===== src/rtl/clk_mon_pkg.sv =====
// Shared types and default settings for the divided-clock monitor.
package clk_mon_pkg;

  typedef enum logic [1:0] {
    IDLE = 2'd0,
    ACQ  = 2'd1,
    MEAS = 2'd2,
    LOCK = 2'd3
  } mon_state_e;

  localparam int DEF_CNT_W       = 16;
  localparam int DEF_SYNC_STAGES = 2;
  localparam int DEF_PERIOD_MIN  = 3;
  localparam int DEF_PERIOD_MAX  = 3;
  localparam int DEF_LOCK_COUNT  = 4;
  localparam int DEF_TIMEOUT     = 64;

endpackage


===== src/rtl/sync_edge_det.sv =====
// Multi-flop synchronizer for an asynchronous level plus rise/fall detection
// against a one-cycle history of the synchronized level.
module sync_edge_det
  import clk_mon_pkg::*;
#(
  parameter int SYNC_STAGES = DEF_SYNC_STAGES
) (
  input  logic clk,
  input  logic rst,
  input  logic d_async,
  output logic level,
  output logic rise,
  output logic fall
);

  logic [SYNC_STAGES-1:0] sync_q;
  logic                   hist_q;

  always_ff @(posedge clk or posedge rst) begin
    if (rst) begin
      sync_q <= '0;
      hist_q <= 1'b0;
    end else begin
      sync_q <= {sync_q[SYNC_STAGES-2:0], d_async};
      hist_q <= sync_q[SYNC_STAGES-1];
    end
  end

  assign level = sync_q[SYNC_STAGES-1];
  assign rise  = level & ~hist_q;
  assign fall  = ~level & hist_q;

endmodule


===== src/rtl/clk_div_monitor.sv =====
// Measures period and high time of a generated clock sampled on its reference
// clock, and reports lock, out-of-window and missing-edge status.
module clk_div_monitor
  import clk_mon_pkg::*;
#(
  parameter int CNT_W       = DEF_CNT_W,
  parameter int SYNC_STAGES = DEF_SYNC_STAGES,
  parameter int PERIOD_MIN  = DEF_PERIOD_MIN,
  parameter int PERIOD_MAX  = DEF_PERIOD_MAX,
  parameter int LOCK_COUNT  = DEF_LOCK_COUNT,
  parameter int TIMEOUT     = DEF_TIMEOUT
) (
  input  logic             clk,
  input  logic             rst,
  input  logic             en,
  input  logic             mon_in,
  input  logic             clr_err,
  output logic [CNT_W-1:0] period,
  output logic [CNT_W-1:0] high_time,
  output logic             meas_valid,
  output logic             locked,
  output logic             err_range,
  output logic             err_timeout
);

  localparam int GOOD_W = $clog2(LOCK_COUNT + 1);
  localparam logic [CNT_W-1:0]  CNT_MAX    = '1;
  localparam logic [CNT_W-1:0]  TIMEOUT_M1 = CNT_W'(TIMEOUT - 1);
  localparam logic [CNT_W-1:0]  P_MIN      = CNT_W'(PERIOD_MIN);
  localparam logic [CNT_W-1:0]  P_MAX      = CNT_W'(PERIOD_MAX);
  localparam logic [GOOD_W-1:0] LOCK_N     = GOOD_W'(LOCK_COUNT);

  mon_state_e        state, state_n;
  logic [CNT_W-1:0]  cnt, cnt_inc, hi_cap;
  logic [GOOD_W-1:0] good_cnt, good_inc;
  logic              mon_level_unused, rise, fall;
  logic              active, pub, in_range, timeout_ev, range_ev;

  sync_edge_det #(
    .SYNC_STAGES (SYNC_STAGES)
  ) u_sync (
    .clk     (clk),
    .rst     (rst),
    .d_async (mon_in),
    .level   (mon_level_unused),
    .rise    (rise),
    .fall    (fall)
  );

  assign cnt_inc    = (cnt == CNT_MAX) ? cnt : cnt + 1'b1;
  assign good_inc   = (good_cnt == LOCK_N) ? good_cnt : good_cnt + 1'b1;
  assign active     = en && ((state == MEAS) || (state == LOCK));
  assign pub        = active && rise;
  assign in_range   = (cnt_inc >= P_MIN) && (cnt_inc <= P_MAX);
  assign range_ev   = pub && !in_range;
  // cnt would reach TIMEOUT at this edge without a rise closing the period
  assign timeout_ev = active && !rise && (cnt == TIMEOUT_M1);

  always_ff @(posedge clk or posedge rst) begin
    if (rst) state <= IDLE;
    else     state <= state_n;
  end

  always_comb begin
    state_n = state;
    unique case (state)
      IDLE: if (en) state_n = ACQ;
      ACQ:  if (rise) state_n = MEAS;
      MEAS, LOCK: begin
        if (pub) begin
          if (!in_range)               state_n = MEAS;
          else if (good_inc == LOCK_N) state_n = LOCK;
        end else if (timeout_ev) begin
          state_n = ACQ;
        end
      end
      default: state_n = IDLE;
    endcase
    if (!en) state_n = IDLE;
  end

  always_ff @(posedge clk or posedge rst) begin
    if (rst) begin
      cnt         <= '0;
      hi_cap      <= '0;
      good_cnt    <= '0;
      period      <= '0;
      high_time   <= '0;
      meas_valid  <= 1'b0;
      locked      <= 1'b0;
      err_range   <= 1'b0;
      err_timeout <= 1'b0;
    end else begin
      meas_valid  <= pub;
      err_range   <= range_ev | (err_range & ~clr_err);
      err_timeout <= timeout_ev | (err_timeout & ~clr_err);
      if (!en) begin
        cnt      <= '0;
        good_cnt <= '0;
        locked   <= 1'b0;
      end else begin
        cnt <= rise ? '0 : cnt_inc;
        // the fall cycle's count lags the number of high cycles by one
        if (fall) hi_cap <= cnt_inc;
        if (pub) begin
          period    <= cnt_inc;
          high_time <= hi_cap;
          if (in_range) begin
            good_cnt <= good_inc;
            if (good_inc == LOCK_N) locked <= 1'b1;
          end else begin
            good_cnt <= '0;
            locked   <= 1'b0;
          end
        end else if (timeout_ev) begin
          good_cnt <= '0;
          locked   <= 1'b0;
        end
      end
    end
  end

endmodule


===== config.mk =====
export PLATFORM = sky130hd
export DESIGN_NAME = clk_div_monitor
export DESIGN_NICKNAME = d
export VERILOG_FILES = /design/src/rtl/clk_mon_pkg.sv /design/src/rtl/sync_edge_det.sv /design/src/rtl/clk_div_monitor.sv
export SDC_FILE = /design/constraint.sdc
export NUM_CORES = 1
export LEC_CHECK = 0
export CAP_MARGIN = 10
export CORE_MARGIN = 2
export CORE_UTILIZATION = 40
export DETAILED_ROUTE_END_ITERATION = 8
export PLACE_DENSITY = 0.67
export SYNTH_ARGS = -nofsm -noshare
export SYNTH_HDL_FRONTEND = slang
export SYNTH_SLANG_ARGS = --single-unit
export TNS_END_PERCENT = 1

===== constraint.sdc =====
create_clock -name clk -period 3.3 [get_ports clk]
set_input_delay 0.66 -clock clk [delete_from_list [all_inputs] [get_ports clk]]
set_output_delay 0.66 -clock clk [all_outputs]
set_load 0.01 [all_outputs]

==> reports/summary.txt <==
Worst-margin pin slew: 0.576 ns
Rel. slew slack: 0.612
Crit-path leading delay family: simple AND/OR/NAND/NOR gates
Global-route wire length before repair: 12,600 um
# DRC: 0
Pwr/cell area: 479 nW/um^2
Multi-input logic area: 1360 um^2
Crit. End Element: flop
Number of synthesized flops with an enable pin: 0
Vias per cell: 5.14
Worst EP required: 3.57 ns
Synth async-reset ratio: 1.00
RSZ-0062 raised after global routing: false
Synthesized net count: 357
Share of layout cells above drive strength 1: 0.0873
Vias in the first global route: 2,461
Final Critical Period: 2.88 ns
Worst EP arrival: 3.15 ns
Top sig layer: met4
Hold Crit Class: reg2reg
Commonest cells post-synth: nand2_1 (84), dfrtp_1 (76), o21ai_0 (36)
Worst setup path class: reg2reg
DRT iter0 DRCs: 144
Die H: 95.5 um
Largest net degree at the start of global routing: 77
Maximum clock frequency: 347 MHz
Initial Util: 0.410
Routed Antenna Nets: 0
Leakage: 1.90 nW
Fill cells: 790
Peak supply drop: 0.208 mV
Final Instance Area: 4120 um^2
TritonRoute pass-1 iters: 4
Die width: 95.5 um
Post-DR wirelength/cell: 14.6 um
Row count: 33
Clk_lat worst skew: 0.35 ns
Layout area overhead: 22.8%
Syn_area_per_cell: 9.60 um^2
Die Area: 9130 um^2
# IOs: 41
Worst-path cell chain: ha_1 > nand4_4 > nor4_1 > mux2i_1 > nand2_1 > or3_1 > or3_4 > a211oi_2
Post-Syn Area: 3350 um^2
Post-DP Area: 3920 um^2
Setup TNS: 0 ns
Total track usage: 0.182
Final slew viol count: 0
Synth cell types: 48
Total gr overflow: 0
Port bufs: 40
Register area: 1900 um^2
Post-synth top area share: 0.568
Final setup fails: 0
Most common cell in the netlist: nand2_1
Fin crit share: 0.873
Critical path buffers and inverters: 0
Quantity of hold-fixing buffers added after cts: 0
Max-cap violation count: 0
Synth area leaders: dfrtp_1 (57%), nand2_1 (9.4%), o21ai_0 (5.4%)
Met2 wire len: 3420 um
Wire length on met3: 240 um
Crit-path max FO: 7
H-tree depth: 3
RD Place Congestion: 0.888
Crit path launch type: flop
Initial antenna violation count: 0
Max clock buf depth: 2
Worst R2R Path Depth: 8
Routed via count: 2,600
Clock Skews: 0.0100 ns
Post-CTS setup repair buffer count: 0
Core ar.: 8180 um^2
Crit. path cell count: 8
Number of diodes: 0
Layout Utilization: 0.503
Worst hold stages: 0
Clock Sink Count: 76
Root Driver: clkbuf_8
#FFs+latches synth: 76
Net count reported at finish: 404
M1 WL: 3570 um
Crit path max-delay cell type: mux2i_1
CTS tree: done
Hpwl dp: 5050 um
Ys flop type: dfrtp_1
Register area share after synthesis: 0.568
Synth area leader: dfrtp_1
Slowest cell delay on critical path: 0.45 ns
CTS clk-pin slew, worst paths: 0.09 ns
PostCTS Resize Cnt: 0
Drt total wl: 7390 um
Hold Vio Cnt, Final: 0
Cells after Synth: 349
Syn. warnings: 0
Status: finished clean
Cts bufs inserted: 9
==> flip-flops by register name, indices dropped and copies added, names as in the netlist, 2 cells and up <==
signal / cells
state: 2
period: 16
good_cnt: 3
high_time: 16
cnt: 16
hi_cap: 16
u_sync.sync_q: 2
==> cell type report <==
type	count	share of cell area
Tap cell	105	0.0319
Timing Repair Buffer	50	0.119
Inverter	10	0.00912
Sequential cell	76	0.462
Multi-Input combinational cell	249	0.330
Clock buffer	10	0.0310
Clock inverter	6	0.0173
==> metal layers <==
metal,vias to the layer above,GRT usage
li1,1297,-
met1,1236,0.262
met2,57,0.265
met3,10,0.0372
met4,0,0.0786
met5,-,0
==> report_power, final <==
part | total [mW] | switching (mW) | internal (mW)
Combinational | 0.228 | 0.122 | 0.106
Clock | 0.721 | 0.365 | 0.356
Sequential | 1.02 | 0.0413 | 0.981
==> cells by family (layout without fill, tap and decap cells) <==
kind of cell    after synthesis  in the layout  share of synthesized area
compound gates               62             62                      0.109
xor+xnor                      6              6                     0.0179
fa+ha+maj                     3              3                     0.0112
buf+inv                      24             76                     0.0273
flops                        76             76                      0.568
mux                           4              4                     0.0123
simple gates                174            174                      0.254
==> through the flow <==
| step | cells | total power, mW | hold slack [ns] | worst slack (ns) |
|---|---|---|---|---|
| after floorplan | 349 | 1.17 | 0.331 | 0.702 |
| after global routing | 506 | 2.07 | 0.377 | 0.202 |
| after CTS | 506 | 2.00 | 0.360 | 0.442 |
| after global placement | 490 | 1.27 | 0.334 | 0.600 |
| after detailed placement | 490 | 1.27 | 0.340 | 0.464 |
| final | 506 | 1.97 | 0.355 | 0.419 |
==> path summary, 6_finish.rpt <==
check / startpoint / slack, ns / endpoint
min in group asynchronous: rst / 0.70 / meas_valid$_DFF_PP0_
worst min register to register: u_sync.sync_q[0]$_DFF_PP0_ / 0.36 / u_sync.sync_q[1]$_DFF_PP0_
max in group asynchronous: rst / 2.25 / hi_cap[1]$_DFFE_PP0P_
worst min-delay path: u_sync.sync_q[0]$_DFF_PP0_ / 0.36 / u_sync.sync_q[1]$_DFF_PP0_
worst max register to register: cnt[0]$_DFF_PP0_ / 0.42 / good_cnt[2]$_DFFE_PP0P_
worst max-delay path: cnt[0]$_DFF_PP0_ / 0.42 / good_cnt[2]$_DFFE_PP0P_
==> cells in the final DEF (no fill, tap or decap), types with 2 or more instances in the layout <==
cell             count
and4_1               3
inv_6                2
o2111ai_1            2
inv_1                9
nor3b_1              2
nand3_1             14
xor2_1               3
nor4_1               3
clkdlybuf4s50_1     40
nand2b_1             3
and3_1               5
xnor2_1              2
nor2b_1              3
dfrtp_1             76
clkinvlp_4           2
o21bai_1             2
o21ai_0             36
nand4_1              8
a21oi_1              5
mux2i_1              3
nor3_1               6
a31oi_1              5
clkbuf_8             9
o22ai_1              2
nor2_1              28
nand3b_1             4
and4b_1              2
buf_4                9
nand2_1             84
a21o_1               2
ha_1                 3
Power figures use the tool's default switching activity.
